--- config.mk ---
export PLATFORM = sky130hd
export DESIGN_NAME = hazard_sched_unit
export DESIGN_NICKNAME = d
export VERILOG_FILES = /design/src/rtl/hazard_sched_unit_pkg.sv /design/src/rtl/hazard_stage_reg.sv /design/src/rtl/hazard_sched_unit.sv
export SDC_FILE = /design/constraint.sdc
export NUM_CORES = 1
export LEC_CHECK = 0
export BUFFER_PORTS_ARGS = -buffer_cell sky130_fd_sc_hd__buf_2
export CORE_ASPECT_RATIO = 0.8
export CORE_MARGIN = 1
export CORE_UTILIZATION = 55
export CTS_CLUSTER_SIZE = 14
export DETAILED_ROUTE_END_ITERATION = 7
export GPL_TIMING_DRIVEN = 0
export PLACE_DENSITY = 0.79
export SETUP_SLACK_MARGIN = 0.05
export SLEW_MARGIN = 10
export SYNTH_ARGS = -nofsm -noshare
export SYNTH_HDL_FRONTEND = slang
export SYNTH_HIERARCHICAL = 1
export SYNTH_SLANG_ARGS = --single-unit
--- constraint.sdc ---
create_clock -name clk -period 3.6 [get_ports clk]
set_input_delay 0.72 -clock clk [delete_from_list [all_inputs] [get_ports clk]]
set_output_delay 0.72 -clock clk [all_outputs]
set_load 0.02 [all_outputs]
--- src/rtl/hazard_sched_unit_pkg.sv ---
// Shared definitions for the pipeline hazard scheduler: hazard op classes,
// forwarding select codes and the per-stage tracking entry.
package hazard_sched_unit_pkg;

  localparam int REG_AW = 5;

  typedef enum logic [1:0] {
    OP_NONE  = 2'd0,
    OP_ALU   = 2'd1,
    OP_LOAD  = 2'd2,
    OP_STORE = 2'd3
  } hz_optype_e;

  typedef enum logic [1:0] {
    FWD_RF       = 2'd0,
    FWD_EX_ALU   = 2'd1,
    FWD_MEM_ALU  = 2'd2,
    FWD_MEM_LOAD = 2'd3
  } fwd_sel_e;

  // rs2 rides along so a store in MEM can still see which register it wants.
  typedef struct packed {
    logic [REG_AW-1:0] rd;
    hz_optype_e        optype;
    logic [REG_AW-1:0] rs2;
  } stage_entry_t;

  localparam stage_entry_t BUBBLE = '{rd: '0, optype: OP_NONE, rs2: '0};

  function automatic logic produces_result(input hz_optype_e op);
    return (op == OP_ALU) || (op == OP_LOAD);
  endfunction

endpackage

--- src/rtl/hazard_stage_reg.sv ---
// One tracked pipeline entry; a flush (or reset) loads a bubble instead of
// the upstream entry.
module hazard_stage_reg
  import hazard_sched_unit_pkg::*;
(
  input  logic         clk,
  input  logic         rst,
  input  logic         i_flush,
  input  stage_entry_t i_entry,
  output stage_entry_t o_entry
);

  stage_entry_t r_entry;

  always_ff @(posedge clk) begin
    if (rst || i_flush) begin
      r_entry <= BUBBLE;
    end else begin
      r_entry <= i_entry;
    end
  end

  assign o_entry = r_entry;

endmodule

--- src/rtl/hazard_sched_unit.sv ---
// Hazard scheduler for the 5-stage core: tracks EX/MEM/WB destinations,
// raises load-use stalls, redirect flushes and operand forwarding selects.
module hazard_sched_unit
  import hazard_sched_unit_pkg::*;
#(
  parameter int RA_W  = REG_AW,
  parameter int CNT_W = 32
) (
  input  logic             clk,
  input  logic             rst,
  input  logic [RA_W-1:0]  rs1_ID,
  input  logic [RA_W-1:0]  rs2_ID,
  input  logic [RA_W-1:0]  rd_ID,
  input  logic             rs1use_ID,
  input  logic             rs2use_ID,
  input  logic [1:0]       optype_ID,
  input  logic             Branch_ID,
  output logic             PC_EN_IF,
  output logic             reg_FD_EN,
  output logic             reg_FD_flush,
  output logic             reg_DE_flush,
  output logic [1:0]       fwd_A,
  output logic [1:0]       fwd_B,
  output logic             fwd_ls,
  output logic [CNT_W-1:0] stall_cnt,
  output logic [CNT_W-1:0] flush_cnt
);

  localparam int NSTG = 3;
  localparam int EX   = 0;
  localparam int MEM  = 1;
  localparam int WB   = 2;
  localparam logic [CNT_W-1:0] CNT_ONE = CNT_W'(1);

  stage_entry_t     w_id_entry;
  stage_entry_t     w_stage_q [NSTG];
  logic             w_stall;
  logic             w_ex_load;
  fwd_sel_e         w_fwd_a;
  fwd_sel_e         w_fwd_b;
  logic             w_unused_wb_rs2;
  logic [CNT_W-1:0] r_stall_cnt;
  logic [CNT_W-1:0] r_flush_cnt;

  assign w_id_entry = '{rd: rd_ID, optype: hz_optype_e'(optype_ID), rs2: rs2_ID};

  // EX takes the ID entry (bubble on stall); older stages simply shift.
  generate
    for (genvar gi = 0; gi < NSTG; gi++) begin : g_stage
      if (gi == 0) begin : g_head
        hazard_stage_reg u_stage (
          .clk     (clk),
          .rst     (rst),
          .i_flush (w_stall),
          .i_entry (w_id_entry),
          .o_entry (w_stage_q[gi])
        );
      end else begin : g_tail
        hazard_stage_reg u_stage (
          .clk     (clk),
          .rst     (rst),
          .i_flush (1'b0),
          .i_entry (w_stage_q[gi-1]),
          .o_entry (w_stage_q[gi])
        );
      end
    end
  endgenerate

  // A load into x0 writes nothing, so it can never create a load-use hazard.
  assign w_ex_load = (w_stage_q[EX].optype == OP_LOAD) && (w_stage_q[EX].rd != '0);
  assign w_stall   = ~rst & w_ex_load &
                     ((rs1use_ID & (rs1_ID == w_stage_q[EX].rd)) |
                      (rs2use_ID & (rs2_ID == w_stage_q[EX].rd) &
                       (w_id_entry.optype != OP_STORE)));

  // Youngest producer wins; a matching EX load shadows any older MEM value.
  function automatic fwd_sel_e fwd_pick(input logic [RA_W-1:0] rs,
                                        input stage_entry_t     ex,
                                        input stage_entry_t     mem);
    fwd_sel_e sel;
    sel = FWD_RF;
    if (rs == '0) begin
      sel = FWD_RF;
    end else if ((rs == ex.rd) && produces_result(ex.optype)) begin
      if (ex.optype == OP_ALU) sel = FWD_EX_ALU;
      else                     sel = FWD_RF;
    end else if ((rs == mem.rd) && (mem.optype == OP_ALU)) begin
      sel = FWD_MEM_ALU;
    end else if ((rs == mem.rd) && (mem.optype == OP_LOAD)) begin
      sel = FWD_MEM_LOAD;
    end
    return sel;
  endfunction

  assign w_fwd_a = fwd_pick(rs1_ID, w_stage_q[EX], w_stage_q[MEM]);
  assign w_fwd_b = fwd_pick(rs2_ID, w_stage_q[EX], w_stage_q[MEM]);

  assign fwd_A = (rst || w_stall) ? 2'b00 : w_fwd_a;
  assign fwd_B = (rst || w_stall) ? 2'b00 : w_fwd_b;

  assign fwd_ls = ~rst &
                  (w_stage_q[MEM].optype == OP_STORE) &
                  (w_stage_q[WB].optype == OP_LOAD) &
                  (w_stage_q[WB].rd != '0) &
                  (w_stage_q[MEM].rs2 == w_stage_q[WB].rd);

  assign w_unused_wb_rs2 = ^w_stage_q[WB].rs2;

  assign PC_EN_IF     = ~w_stall;
  assign reg_FD_EN    = ~w_stall;
  assign reg_DE_flush = w_stall;
  assign reg_FD_flush = ~rst & Branch_ID & ~w_stall;

  always_ff @(posedge clk) begin
    if (rst) begin
      r_stall_cnt <= '0;
      r_flush_cnt <= '0;
    end else begin
      if (w_stall && (r_stall_cnt != '1)) begin
        r_stall_cnt <= r_stall_cnt + CNT_ONE;
      end
      if (reg_FD_flush && (r_flush_cnt != '1)) begin
        r_flush_cnt <= r_flush_cnt + CNT_ONE;
      end
    end
  end

  assign stall_cnt = r_stall_cnt;
  assign flush_cnt = r_flush_cnt;

endmodule
==> summary.md <==
| Metric | Value |
|---|---|
| Synth Cell Area | `0.00504 mm^2` |
| Placer Congestion | `0.919` |
| Power per cell area | `364 mW/mm^2` |
| Die area | `0.00956 mm^2` |
| Core area | `0.00867 mm^2` |
| WP data required | `2.88 ns` |
| Synth Instances | `535` |
| Die extent in x | `109 um` |
| Crit Path Class | `in2out` |
| Setup TNS | `0 ns` |
| First-pass GRT wire length | `21,500 um` |
| Final period utilization | `0.873` |
| Die Ht | `87.7 um` |
| Final wirelength | `13,400 um` |
| Initial DRC Count | `299` |
| WP data arrival | `2.42 ns` |
| Most frequent cells in the layout | `buf_2, dfxtp_1, nor2_1` |
| Pin count of the biggest net entering global routing | `16` |
| Final Hold Vio Count | `0` |
| CP delay by family, top | `compound AO/OA/AOI/OAI gates` |
| Slew Limit Fails | `0` |
| Period minus WS final | `3.14 ns` |
| Critical Path Stages | `7` |
| DP Worst Slack | `0.473 ns` |
| Htree depth | `3` |
| Reg2reg path depth | `8` |
| Setup crit start kind | `primary input` |
| Finish-stage setup viols | `0` |
| Layout cells sized above 1 | `0.274` |
| Post-CTS Hold Buffers | `0` |
| Crit path top cell by count | `buf_2` |
| Root Buffer | `clkbuf_16` |
| Worst Setup End Kind | `primary output` |
| # nets final | `670` |
| First-pass iteration count of the detailed router | `5` |
| Post-CTS Resized | `0` |
| Worst setup margin | `0.457 ns` |
| Clk_skew | `0.00727 ns` |
| Slowest stage delay, CP | `0.47 ns` |
| Gr ovfl total | `0` |
| Worst-Skew Late Latency | `0.34 ns` |
| Starting Density | `0.582` |
| Reg clk slew, reported paths | `0.06 ns` |
| Postcts setup bufs | `0` |
| Standard-cell rows | `30` |
| Synthesis Warnings | `6` |
| Clock sinks | `95` |
| Clock tree buffer depth | `2` |
| Synthesis-to-finish area growth | `18.3%` |
| CTS Buf Count | `9` |
| Commonest non-fill, non-tap cell in the layout | `buf_2` |
| Hold depth | `1` |
| Initial antenna violation count | `0` |
| Outcome | `completed` |
| Slew margin rel. | `0.282` |
| Port buffer count | `94` |
| Crit-path cells | `buf_2 > xor2_1 > a2111oi_4 > a2bb2oi_4 > o211ai_2 > inv_2 > buf_2` |
| HP Class | `reg2reg` |
| Max Cap Viol | `0` |
| HPWL Detailed | `9630 um` |
| TritonCTS clock tree | `done` |
| Vias post-DR | `4,643` |
| Vias in the first global route | `4,302` |
| WL per Instance | `17.6 um` |
| Io pins | `95` |
| Critical path peak fanout | `9` |
| Residual DRC | `0` |
| CP max-delay cell | `a2111oi_4` |
| Number of routed nets with antenna violations | `0` |
| Worst Max-Slew Pin Slew | `1.07 ns` |
| Peak supply drop | `0.372 mV` |
| Flop-to-flop setup slack | `1.00 ns` |
| Pleak | `2.31 nW` |
| Bufs and invs on worst path | `3` |
| Achievable clock frequency | `318 MHz` |
| Diode count | `0` |
| Syn Area/Cell | `9.43 um^2` |
| GRT Overall Usage | `0.290` |
| Via/cell ratio | `6.10` |
| RSZ-0062 raised after global routing | `no` |
## per-stage QoR
| step | cell area [um^2] | instances | util | hold WS, ns | total power, W |
|---|---|---|---|---|---|
| 2_1_floorplan | 5060 | 539 | - | 0.438 | 0.00120 |
| 3_3_place_gp | 5670 | 745 | 0.654 | 0.448 | 0.00125 |
| 3_5_place_dp | 5670 | 745 | 0.654 | 0.446 | 0.00125 |
| 4_1_cts | 5960 | 761 | 0.688 | 0.458 | 0.00217 |
| 5_1_grt | 5960 | 761 | 0.688 | 0.458 | 0.00224 |
| 6_report | 5960 | 761 | 0.688 | 0.456 | 0.00217 |
## flip-flops by register name (all words and copies together), names as in the netlist
signal	flops
flush_cnt	32
g_stage.g_tail.u_stage/o_entry	19
stall_cnt	32
g_stage.g_head.u_stage/o_entry	12
## path summary, 6_finish.rpt
path | startpoint | end
max | rs2_ID[2] | reg_FD_flush
min | g_stage[0].g_head.u_stage/o_entry[4] | g_stage[1].g_tail.u_stage/o_entry[4]
max reg2reg | flush_cnt[19] | flush_cnt[17]
min reg2reg | g_stage[0].g_head.u_stage/o_entry[4] | g_stage[1].g_tail.u_stage/o_entry[4]
## metal layers
| metal | up-vias | wire length (um) | global-route usage |
|---|---|---|---|
| li1 | 2235 | - | - |
| met1 | 2183 | 6110 | 0.395 |
| met2 | 207 | 6120 | 0.453 |
| met3 | 18 | 1010 | 0.0811 |
| met4 | 0 | 127 | 0.0762 |
| met5 | - | 0 | 0 |
## cell type report
cell class / instances / area, um^2
clock inverters: 4 / 28.8
repair buffers: 94 / 470
fillers: 685 / 2710
multi-input cells: 402 / 2910
plain buffers: 28 / 199
inverters: 14 / 52.6
flip-flops and latches: 95 / 1900
well taps: 112 / 140
clock buffers: 12 / 267
## report_power, final
group | switching, W | internal (W)
registers | 0.0000145 | 0.00106
logic | 0.0000929 | 0.0000613
clock network | 0.000412 | 0.000525
total | 0.000519 | 0.00165
No activity file was read; power rests on OpenSTA's default activity.
